**src/rtl/div_iter_if.sv**
```systemverilog
// Handshake/bus bundle between the EX stage and the iterative divider.
//   start/signed_div/opdata1/opdata2/annul : request side, driven by the pipeline
//   result/ready/busy                      : response side, driven by the divider
interface div_iter_if #(
  parameter int unsigned WIDTH = 32
);
  logic               start;
  logic               signed_div;
  logic [WIDTH-1:0]   opdata1;
  logic [WIDTH-1:0]   opdata2;
  logic               annul;
  logic [2*WIDTH-1:0] result;
  logic               ready;
  logic               busy;

  modport master (
    output start, signed_div, opdata1, opdata2, annul,
    input  result, ready, busy
  );

  modport slave (
    input  start, signed_div, opdata1, opdata2, annul,
    output result, ready, busy
  );
endinterface

```
**src/rtl/div_iter.sv**
```systemverilog
// Multi-cycle radix-2 restoring divider for DIV/DIVU in the EX stage.
// Ports:
//   clk    : clock, rising edge
//   resetn : asynchronous active-low reset
//   bus    : div_iter_if slave -- start/signed_div/opdata1/opdata2/annul in,
//            result {remainder, quotient}, ready (1-cycle pulse), busy out
// Latency from the accepting IDLE cycle: WIDTH+1 cycles, or 2 for a zero divisor.
module div_iter #(
  parameter int unsigned WIDTH = 32
) (
  input  logic       clk,
  input  logic       resetn,
  div_iter_if.slave  bus
);

  localparam int unsigned CNT_W = $clog2(WIDTH + 1);

  typedef enum logic [1:0] {
    IDLE    = 2'd0,
    DIVZERO = 2'd1,
    ON      = 2'd2,
    DONE    = 2'd3
  } state_e;

  state_e               state_q, state_d;
  logic [CNT_W-1:0]     cnt_q, cnt_d;
  logic [WIDTH-1:0]     rem_q, rem_d;
  logic [WIDTH-1:0]     dvd_q, dvd_d;   // dividend shifting out, quotient shifting in
  logic [WIDTH-1:0]     dvs_q, dvs_d;
  logic                 qneg_q, qneg_d;
  logic                 rneg_q, rneg_d;
  logic [2*WIDTH-1:0]   result_q, result_d;
  logic                 ready_q, ready_d;
  logic                 busy_q, busy_d;

  logic [WIDTH-1:0]     abs1_c, abs2_c;
  logic [WIDTH:0]       shift_c;
  logic                 ge_c;
  logic [WIDTH-1:0]     diff_c;
  logic [WIDTH-1:0]     rem_n_c, quo_n_c;
  logic [WIDTH-1:0]     q_fin_c, r_fin_c;

  // Operand magnitudes; -2^(WIDTH-1) maps onto itself and is then read as unsigned.
  assign abs1_c = (bus.signed_div && bus.opdata1[WIDTH-1]) ? (~bus.opdata1 + WIDTH'(1)) : bus.opdata1;
  assign abs2_c = (bus.signed_div && bus.opdata2[WIDTH-1]) ? (~bus.opdata2 + WIDTH'(1)) : bus.opdata2;

  // One restoring step: the shifted partial remainder is below 2*divisor, so when
  // it is >= divisor the difference fits in WIDTH bits.
  assign shift_c = {rem_q, dvd_q[WIDTH-1]};
  assign ge_c    = (shift_c >= {1'b0, dvs_q});
  assign diff_c  = shift_c[WIDTH-1:0] - dvs_q;
  assign rem_n_c = ge_c ? diff_c : shift_c[WIDTH-1:0];
  assign quo_n_c = {dvd_q[WIDTH-2:0], ge_c};

  // Sign correction applied on the final iteration.
  assign q_fin_c = qneg_q ? (~quo_n_c + WIDTH'(1)) : quo_n_c;
  assign r_fin_c = rneg_q ? (~rem_n_c + WIDTH'(1)) : rem_n_c;

  // Next-state and datapath update.
  always_comb begin
    state_d  = state_q;
    cnt_d    = cnt_q;
    rem_d    = rem_q;
    dvd_d    = dvd_q;
    dvs_d    = dvs_q;
    qneg_d   = qneg_q;
    rneg_d   = rneg_q;
    result_d = result_q;

    case (state_q)
      IDLE: begin
        if (bus.start && !bus.annul) begin
          if (bus.opdata2 == '0) begin
            state_d = DIVZERO;
            dvd_d   = bus.opdata1;
          end else begin
            state_d = ON;
            dvd_d   = abs1_c;
            dvs_d   = abs2_c;
            qneg_d  = bus.signed_div & (bus.opdata1[WIDTH-1] ^ bus.opdata2[WIDTH-1]);
            rneg_d  = bus.signed_div & bus.opdata1[WIDTH-1];
            rem_d   = '0;
            cnt_d   = '0;
          end
        end
      end
      DIVZERO: begin
        state_d  = DONE;
        result_d = {dvd_q, {WIDTH{1'b1}}};
      end
      ON: begin
        rem_d = rem_n_c;
        dvd_d = quo_n_c;
        cnt_d = cnt_q + CNT_W'(1);
        if (cnt_q == CNT_W'(WIDTH - 1)) begin
          state_d  = DONE;
          result_d = {r_fin_c, q_fin_c};
        end
      end
      DONE: begin
        // start is still high from the finishing instruction; never restart here.
        state_d = IDLE;
      end
      default: state_d = IDLE;
    endcase

    if (bus.annul) begin
      state_d = IDLE;
    end
  end

  assign ready_d = (state_d == DONE);
  assign busy_d  = (state_d != IDLE);

  // State and output registers.
  always_ff @(posedge clk or negedge resetn) begin
    if (!resetn) begin
      state_q  <= IDLE;
      cnt_q    <= '0;
      rem_q    <= '0;
      dvd_q    <= '0;
      dvs_q    <= '0;
      qneg_q   <= 1'b0;
      rneg_q   <= 1'b0;
      result_q <= '0;
      ready_q  <= 1'b0;
      busy_q   <= 1'b0;
    end else begin
      state_q  <= state_d;
      cnt_q    <= cnt_d;
      rem_q    <= rem_d;
      dvd_q    <= dvd_d;
      dvs_q    <= dvs_d;
      qneg_q   <= qneg_d;
      rneg_q   <= rneg_d;
      result_q <= result_d;
      ready_q  <= ready_d;
      busy_q   <= busy_d;
    end
  end

  assign bus.result = result_q;
  assign bus.ready  = ready_q;
  assign bus.busy   = busy_q;

endmodule
```
**src/flat_wrapper.sv**
```systemverilog
// flat-port wrapper written by rule: the top's interface ports become plain ports
module div_iter_flat 
#(
  parameter int unsigned WIDTH = 32
)
  (clk, resetn, bus_start, bus_signed_div, bus_opdata1, bus_opdata2, bus_annul, bus_result, bus_ready, bus_busy);
  div_iter_if #(.WIDTH(WIDTH)) bus_i ();
  input  logic clk;
  input  logic resetn;
  input wire logic [$bits(bus_i.start)-1:0] bus_start;
  input wire logic [$bits(bus_i.signed_div)-1:0] bus_signed_div;
  input wire logic [$bits(bus_i.opdata1)-1:0] bus_opdata1;
  input wire logic [$bits(bus_i.opdata2)-1:0] bus_opdata2;
  input wire logic [$bits(bus_i.annul)-1:0] bus_annul;
  output wire logic [$bits(bus_i.result)-1:0] bus_result;
  output wire logic [$bits(bus_i.ready)-1:0] bus_ready;
  output wire logic [$bits(bus_i.busy)-1:0] bus_busy;
  assign bus_i.start = bus_start;
  assign bus_i.signed_div = bus_signed_div;
  assign bus_i.opdata1 = bus_opdata1;
  assign bus_i.opdata2 = bus_opdata2;
  assign bus_i.annul = bus_annul;
  assign bus_result = bus_i.result;
  assign bus_ready = bus_i.ready;
  assign bus_busy = bus_i.busy;
  div_iter #(.WIDTH(WIDTH)) u_core (.clk(clk), .resetn(resetn), .bus(bus_i));
endmodule
```
**config.mk**
```make
export PLATFORM = sky130hd
export DESIGN_NAME = div_iter_flat
export DESIGN_NICKNAME = d
export VERILOG_FILES = /design/src/rtl/div_iter_if.sv /design/src/rtl/div_iter.sv /design/src/flat_wrapper.sv
export SDC_FILE = /design/constraint.sdc
export NUM_CORES = 1
export LEC_CHECK = 0
export ABC_AREA = 1
export ABC_CLOCK_PERIOD_IN_PS = 4600
export CAP_MARGIN = 20
export CORE_UTILIZATION = 30
export CTS_CLUSTER_SIZE = 20
export DETAILED_ROUTE_END_ITERATION = 12
export GPL_TIMING_DRIVEN = 0
export HOLD_SLACK_MARGIN = 0.15
export PLACE_DENSITY = 0.48
export SKIP_LAST_GASP = 1
export SLEW_MARGIN = 40
export SYNTH_ARGS = -nofsm -noshare
export SYNTH_HDL_FRONTEND = slang
export SYNTH_SLANG_ARGS = --single-unit
```
**constraint.sdc**
```tcl
create_clock -name clk -period 4.6 [get_ports clk]
set_input_delay 1.15 -clock clk [delete_from_list [all_inputs] [get_ports clk]]
set_output_delay 1.15 -clock clk [all_outputs]
set_load 0.05 [all_outputs]
```
# After elaboration in Yosys (flattened, before gate mapping)
# Index checks and enable logic that the tools add are counted.
# W data, S select, Z words.
[classes] eq_ne=8 n_mul=0 add_sub_neg=6 n_lt_le_gt_ge=1 muxes=21 div=0 shifts=0 n_reduce_logical=13 n_bitwise=8
[ops] cell="$mux W32" count=9
[ops] cell="$add A32 B1 Y32 const B" count=4
[ops] cell="$not A32 Y32" count=4
[ops] cell="$pmux W32 S2" count=2
[ops] cell="$pmux W64 S2" count=1
[ops] cell="$mux W64" count=1
[ops] cell="$ge A33 B32 Y1" count=1
[ops] cell="$logic_not A32 Y1" count=1
[ops] cell="$sub A32 B32 Y32" count=1
[ops] cell="$mux W6" count=2
[ops] cell="$pmux W6 S2" count=1
[ops] cell="$mux W2" count=4
[ops] cell="$pmux W2 S4" count=1
[ops] cell="$add A6 B1 Y6 const B" count=1
[ops] cell="$eq A2 B2 Y1 const B" count=3
[ops] cell="$eq A6 B5 Y1 const B" count=1
[ops] cell="$reduce_and A3 Y1" count=2
[ops] cell="$reduce_bool A2 Y1" count=3
[ops] cell="$ne A2 B1 Y1 const B" count=2
[ops] cell="$reduce_and A2 Y1" count=2
[ops] cell="$logic_and A1 B1 Y1" count=3
[ops] cell="$and A1 B1 Y1" count=2
[ops] cell="$eq A2 B1 Y1 const B" count=1
[ops] cell="$logic_not A2 Y1" count=1
[ops] cell="other kinds (4)" count=4
[totals] register_bits=172 latch_bits=0 mem_bits_rw=0 mem_bits_ro=0 n_memories=0

# Depth between registers and ports, before layout
[logic_depth] ltp_word=7 mapped_depth=27 ltp_nobuf=27

# Worst setup path before layout
# OpenSTA, ideal clock, no wires.
[synth_path] path_kind="register to register" start="register u_core.dvs_q[30]" end="register u_core.result_q[28] (netlist: u_core.bus.result[28])" setup_time_ns=0.124 stages_incl_launch_ff=24 arrival_ns=3.339 slack_ns=1.137 path_cell_list="dfrtp_1 -> inv_1 -> ha_1 -> a21o_1 -> nand2_1 -> nand2_1 -> a21oi_1 -> nand2_2 -> nor2_4 -> nand2_8 -> inv_2 -> ha_1 -> inv_1 -> nor3_1 -> nand3_1 -> nor3_2 -> nand4_1 -> o21ai_1 -> inv_1 -> nor2_1 -> o21ai_0 -> a21oi_1 -> or2_2 -> a21oi_1"
[synth_between] elab_chain_cells=6
[synth_rtl] item="from (decl)" line="div_iter.sv:29" rtl="logic [WIDTH-1:0] dvs_q, dvs_d;"
[synth_rtl] item="from (signal assigned)" line="div_iter.sv:133" rtl="dvs_q <= dvs_d;"
[synth_rtl] item="$ge A33 B32 Y1" line="div_iter.sv:50" rtl="assign ge_c = (shift_c >= {1'b0, dvs_q});"
[synth_rtl] item="$not A32 Y32" line="div_iter.sv:56" rtl="assign q_fin_c = qneg_q ? (~quo_n_c + WIDTH'(1)) : quo_n_c;"
[synth_rtl] item="$add A32 B1 Y32" line="div_iter.sv:56"
[synth_rtl] item="$mux W32" line="div_iter.sv:56"
[synth_rtl] item="$mux W64" line="div_iter.sv:95" rtl="if (cnt_q == CNT_W'(WIDTH - 1)) begin"
[synth_rtl] item="$pmux W64 S2" line="div_iter.sv:70" rtl="case (state_q)"
[synth_rtl] item="to (signal assigned)" line="div_iter.sv:136" rtl="result_q <= result_d;"
[synth_rtl] item="to (decl)" line="div_iter.sv:32" rtl="logic [2*WIDTH-1:0] result_q, result_d;"
# No other way between the ends. The select of a mux whose other input is x is not followed.
# A chain may end at the register's enable or synchronous reset.

# Worst setup path after layout
[layout_path] start="input bus_opdata2[0]" end="register u_core.rem_q[20]"
[layout_between] elab_chain_cells=3
[layout_rtl] item="from (decl)" line="flat_wrapper.sv:13" rtl="input wire logic [$bits(bus_i.opdata2)-1:0] bus_opdata2;"
[layout_rtl] item="$logic_not A32 Y1" line="div_iter.sv:73" rtl="if (bus.opdata2 == '0) begin"
[layout_rtl] item="$ne A2 B2 Y1 (no source line)"
[layout_rtl] item="$reduce_and A3 Y1 (no source line)"
[layout_rtl] item="to (signal assigned)" line="div_iter.sv:131" rtl="rem_q <= rem_d;"
[layout_rtl] item="to (decl)" line="div_iter.sv:27" rtl="logic [WIDTH-1:0] rem_q, rem_d;"
# No other way between the ends.

==> impl_metrics.env <==
export IMPL_run_status="completed"
export IMPL_pint_mw=3.59
export IMPL_grt_max_degree=54
export IMPL_slew_viol_final=0
export IMPL_clkTransAtPathRegs_ns=0.07
export IMPL_ys_seq_elements=172
export IMPL_hold_depth=2
export IMPL_yosysSeqAreaShare_pct=31.1
export IMPL_hold_viol_final=0
export IMPL_netlist_instances=2161
export IMPL_detailedPlacementHpwl_um=45700
export IMPL_crit_family="simple AND/OR/NAND/NOR gates"
export IMPL_numCtsBuffers=17
export IMPL_netlist_area_leader_share_pct=31.1
export IMPL_worst_r2r_cell_count=25
export IMPL_antenna_cells=0
export IMPL_postcts_resize_cnt=0
export IMPL_grt_antenna_before_repair=0
export IMPL_worstPathCellList="clkdlybuf4s50_1 -> inv_1 -> ha_1 -> nand2_1 -> nor2_2 -> nand3_1 -> nor3_2 -> nand4_1 -> nor2_1 -> nor3_4 -> clkinv_1 -> nand2_1 -> nand2_1 -> clkbuf_1 -> o22ai_1"
export IMPL_post_synth_main_area_contributors="dfrtp_1 (31%), nand2_1 (18%), inv_1 (7.9%)"
export IMPL_finalWorstPathRequiredPeriod_ns=4.34
export IMPL_setup_violations_final=0
export IMPL_fill_cells=5007
export IMPL_post_cts_hold_buffer_count=0
export IMPL_detailed_place_area_um2=16000
export IMPL_hp_start="u_core.bus.result[53]"
export IMPL_insertion_delay_ns=0.46
export IMPL_cts_tree="done"
export IMPL_design_final_nets=2428
export IMPL_groute_usage_overall_pct=23.7
export IMPL_die_area_um2=47000
export IMPL_fin_tns_setup_ns=0
export IMPL_critical_path_slowest_cell="clkbuf_1"
export IMPL_port_buffers=134
export IMPL_share_seq_of_total_power_pct=31.9
export IMPL_grt_pass1_vias=14110
export IMPL_globalplace_congestion=0.943
export IMPL_final_cells=2931
export IMPL_cpMostUsedCell="nand2_1"
export IMPL_clock_net_sink_count=172
export IMPL_drc=0
export IMPL_combinational_cell_fraction_of_total_power_pct=42.9
export IMPL_design_portCount=135
export IMPL_clock_tree_buffer_depth=2
export IMPL_worst_stage_delay_on_the_critical_path_ns=0.51
export IMPL_wire_length_of_the_first_global_routing_pass_um=83800
export IMPL_timing_rr_end="u_core.bus.result[28]"
export IMPL_floorplan_rows=78
export IMPL_setup_crit_start_kind="primary input"
export IMPL_post_synth_instance_area_um2=13800
export IMPL_clock_tree_root_cell="clkbuf_16"
export IMPL_worst_ep_required_time_ns=4.91
export IMPL_placeableCoreArea_um2=45500
export IMPL_die_w_um=217
export IMPL_ratio_of_cells_with_drive_above_1_in_the_final_layout_pct=6.82
export IMPL_r2r_setup_slack_ns=0.37
export IMPL_clock_power_share_pct=25.2
export IMPL_power_share_switching_pct=45.1
export IMPL_synth_cell_types=54
export IMPL_critical_path_peak_fanout=10
export IMPL_antenna_left=0
export IMPL_yosys_warnings=0
export IMPL_cts_repair_timing_setup_buffer_count=0
export IMPL_detail_route_iter0_violations=1206
export IMPL_synth_area_per_cell_um2=6.40
export IMPL_buffers_plus_inverters_on_the_worst_setup_path=4
export IMPL_vdd_drop_max_mv=0.202
export IMPL_tightestPinTransition_ns=0.793
export IMPL_worstHoldPathType="register to register"
export IMPL_timing_hold_worst_endpoint="u_core.bus.result[53]"
export IMPL_maxSlewHeadroom_pct=47.1
export IMPL_period_share_pct=94.3
export IMPL_synth_edff_count=0
export IMPL_initial_core_util_pct=30.4
export IMPL_grt_overflow_total=0
export IMPL_worst_setup_path_type="primary input to register"
export IMPL_drt_wl_total_um=54900
export IMPL_crit_path_end_kind="register"
export IMPL_switchingPower_mw=2.95
export IMPL_firstDrtPassIters=6
export IMPL_max_cap_viol_count=0
export IMPL_post_place_cells=2899
export IMPL_unrepaired_setup_endpoints_after_global_routing="true"
export IMPL_synth_net_count=2271
export IMPL_cp_arrival_ns=4.64
export IMPL_timing_rr_start="u_core.rem_q[14]"
export IMPL_synth_area_leader_cell="dfrtp_1"
export IMPL_ctsHtreeMaxLevel=4
export IMPL_leakagePower_nw=8.45
export IMPL_area_growth_syn_to_layout_pct=20.6
export IMPL_post_route_cell_area_um2=16700
export IMPL_power_density_cell_area_nw_per_um2=392
export IMPL_avgRoutedWirePerCell_um=18.7
export IMPL_dr_total_vias=14475
export IMPL_finalClockSkew_ns=0.0108
export IMPL_synth_ff_type="dfrtp_1"
export IMPL_max_frequency_mhz=231
export IMPL_dieHeight_um=217
export IMPL_ys_async_sr_fraction_pct=100
export IMPL_vias_per_cell=4.94
[final cells by class]
type	count	area (µm²)	share of cell area, %
flip-flops and latches	172	4300	25.8
multi-input cells	1610	8020	48.1
repair buffers	138	1430	8.56
inverters	310	1160	6.98
well taps	600	751	4.50
clock buffers	20	467	2.80
clock inverters	12	183	1.09
plain buffers	69	369	2.21
[flip-flops by register name (all words and copies together) (netlist names)]
register	flops
u_core.state_q	2
u_core.bus.ready	1
u_core.cnt_q	6
u_core.bus.busy	1
u_core.rem_q	32
u_core.dvd_q	32
u_core.bus.result	64
u_core.qneg_q	1
u_core.dvs_q	32
u_core.rneg_q	1
[per-stage QoR]
| step | power [mW] | setup slack [ns] | util (%) | hold slack (ns) |
|---|---|---|---|---|
| floorplan | 3.80 | 1.14 | - | 0.453 |
| global placement | 4.87 | -5.39 | 35.0 | 0.469 |
| detailed placement | 4.88 | -0.238 | 35.2 | 0.471 |
| CTS | 6.52 | 0.0177 | 36.7 | 0.489 |
| global route | 6.93 | -0.0335 | 36.7 | 0.519 |
| finish | 6.54 | 0.263 | 36.7 | 0.484 |
[routing by layer]
metal  routed length [µm]  vias to the layer above  track usage, %
met2                25400                      402            38.9
met5                    0                        -               0
met3                 2470                       55            2.12
met4                 1120                        0            6.76
li1                     -                     7192               -
met1                25900                     6826            33.1
[power groups by stage]
stage,combinational (mW),sequential (mW),clock (mW)
5_1_grt,3.09,2.12,1.72
3_3_place_gp,2.76,2.10,0
4_1_cts,2.78,2.08,1.66
3_5_place_dp,2.77,2.11,0
6_report,2.81,2.09,1.65
2_1_floorplan,1.50,2.30,0
[worst reg2reg max path: stages, from the launching register on]
cell and delay [ns]:
dfrtp_1 0.46, ha_1 0.42, nand2_1 0.18, inv_1 0.05, nand2_1 0.06, nand2_1 0.08, inv_1 0.06, nand2_1 0.10
inv_1 0.11, nand2_2 0.08, nand2_4 0.12, nand2_8 0.09, clkinv_2 0.19, ha_1 0.21, inv_1 0.07, nor3_2 0.22
nand3_2 0.17, nor3_4 0.20, nand4_1 0.19, o21ai_2 0.22, inv_1 0.10, nor2_1 0.13, o21ai_1 0.18, a21oi_1 0.23
or2_2 0.14, a21oi_1 0.06
[worst max-delay path by stage]
| stage | cells past startpoint | slack [ns] | endpoint | startpoint |
|---|---|---|---|---|
| 6_report | 15 | 0.26 | u_core.rem_q[20] | bus_opdata2[0] |
| 5_1_grt | 25 | -0.03 | u_core.bus.result[28] | u_core.rem_q[14] |
| 3_3_place_gp | 1 | -5.39 | u_core.dvs_q[14] | resetn |
| 2_1_floorplan | 23 | 1.14 | u_core.bus.result[28] | u_core.dvs_q[30] |
| 4_1_cts | 25 | 0.02 | u_core.bus.result[28] | u_core.rem_q[14] |
| 3_5_place_dp | 15 | -0.24 | u_core.rem_q[23] | bus_opdata2[0] |
[cells in the mapped netlist, types with 17 or more instances]
| master | count |
|---|---|
| inv_1 | 290 |
| o21ai_1 | 17 |
| clkbuf_1 | 52 |
| nand2_1 | 673 |
| nand2_2 | 24 |
| xor2_1 | 54 |
| ha_1 | 40 |
| nor2_2 | 21 |
| nand3_1 | 121 |
| dfrtp_1 | 172 |
| nor2_1 | 206 |
| a31oi_1 | 17 |
| o22ai_1 | 21 |
| o21ai_0 | 134 |
| nand4_1 | 31 |
| xnor2_1 | 19 |
| a21oi_1 | 113 |
| nor3_1 | 26 |
| inv_2 | 17 |
[layout by cell type (no fill, tap or decap), types with 13 or more instances in the layout]
cell,instances
nand2_1,673
inv_1,290
nor2_1,206
dfrtp_1,172
o21ai_0,133
clkdlybuf4s50_1,133
nand3_1,120
a21oi_1,113
xor2_1,54
clkbuf_1,51
ha_1,40
nand4_1,31
nor3_1,24
nand2_2,24
nor2_2,21
o22ai_1,21
xnor2_1,19
o21ai_1,17
a31oi_1,17
clkbuf_16,17
inv_2,16
nand3_2,13
[cell families after synthesis]
kind of cell,count (synthesis),share of synthesized area (%)
adders and majority gates,41,3.76
buffers and inverters,379,11.1
xor gates and xnor gates,73,4.62
and+or+nand+nor,1167,36.5
DFF,172,31.1
AOI/OAI and AO/OA,329,12.9
Note: power is estimated with default switching activity, not from simulation.
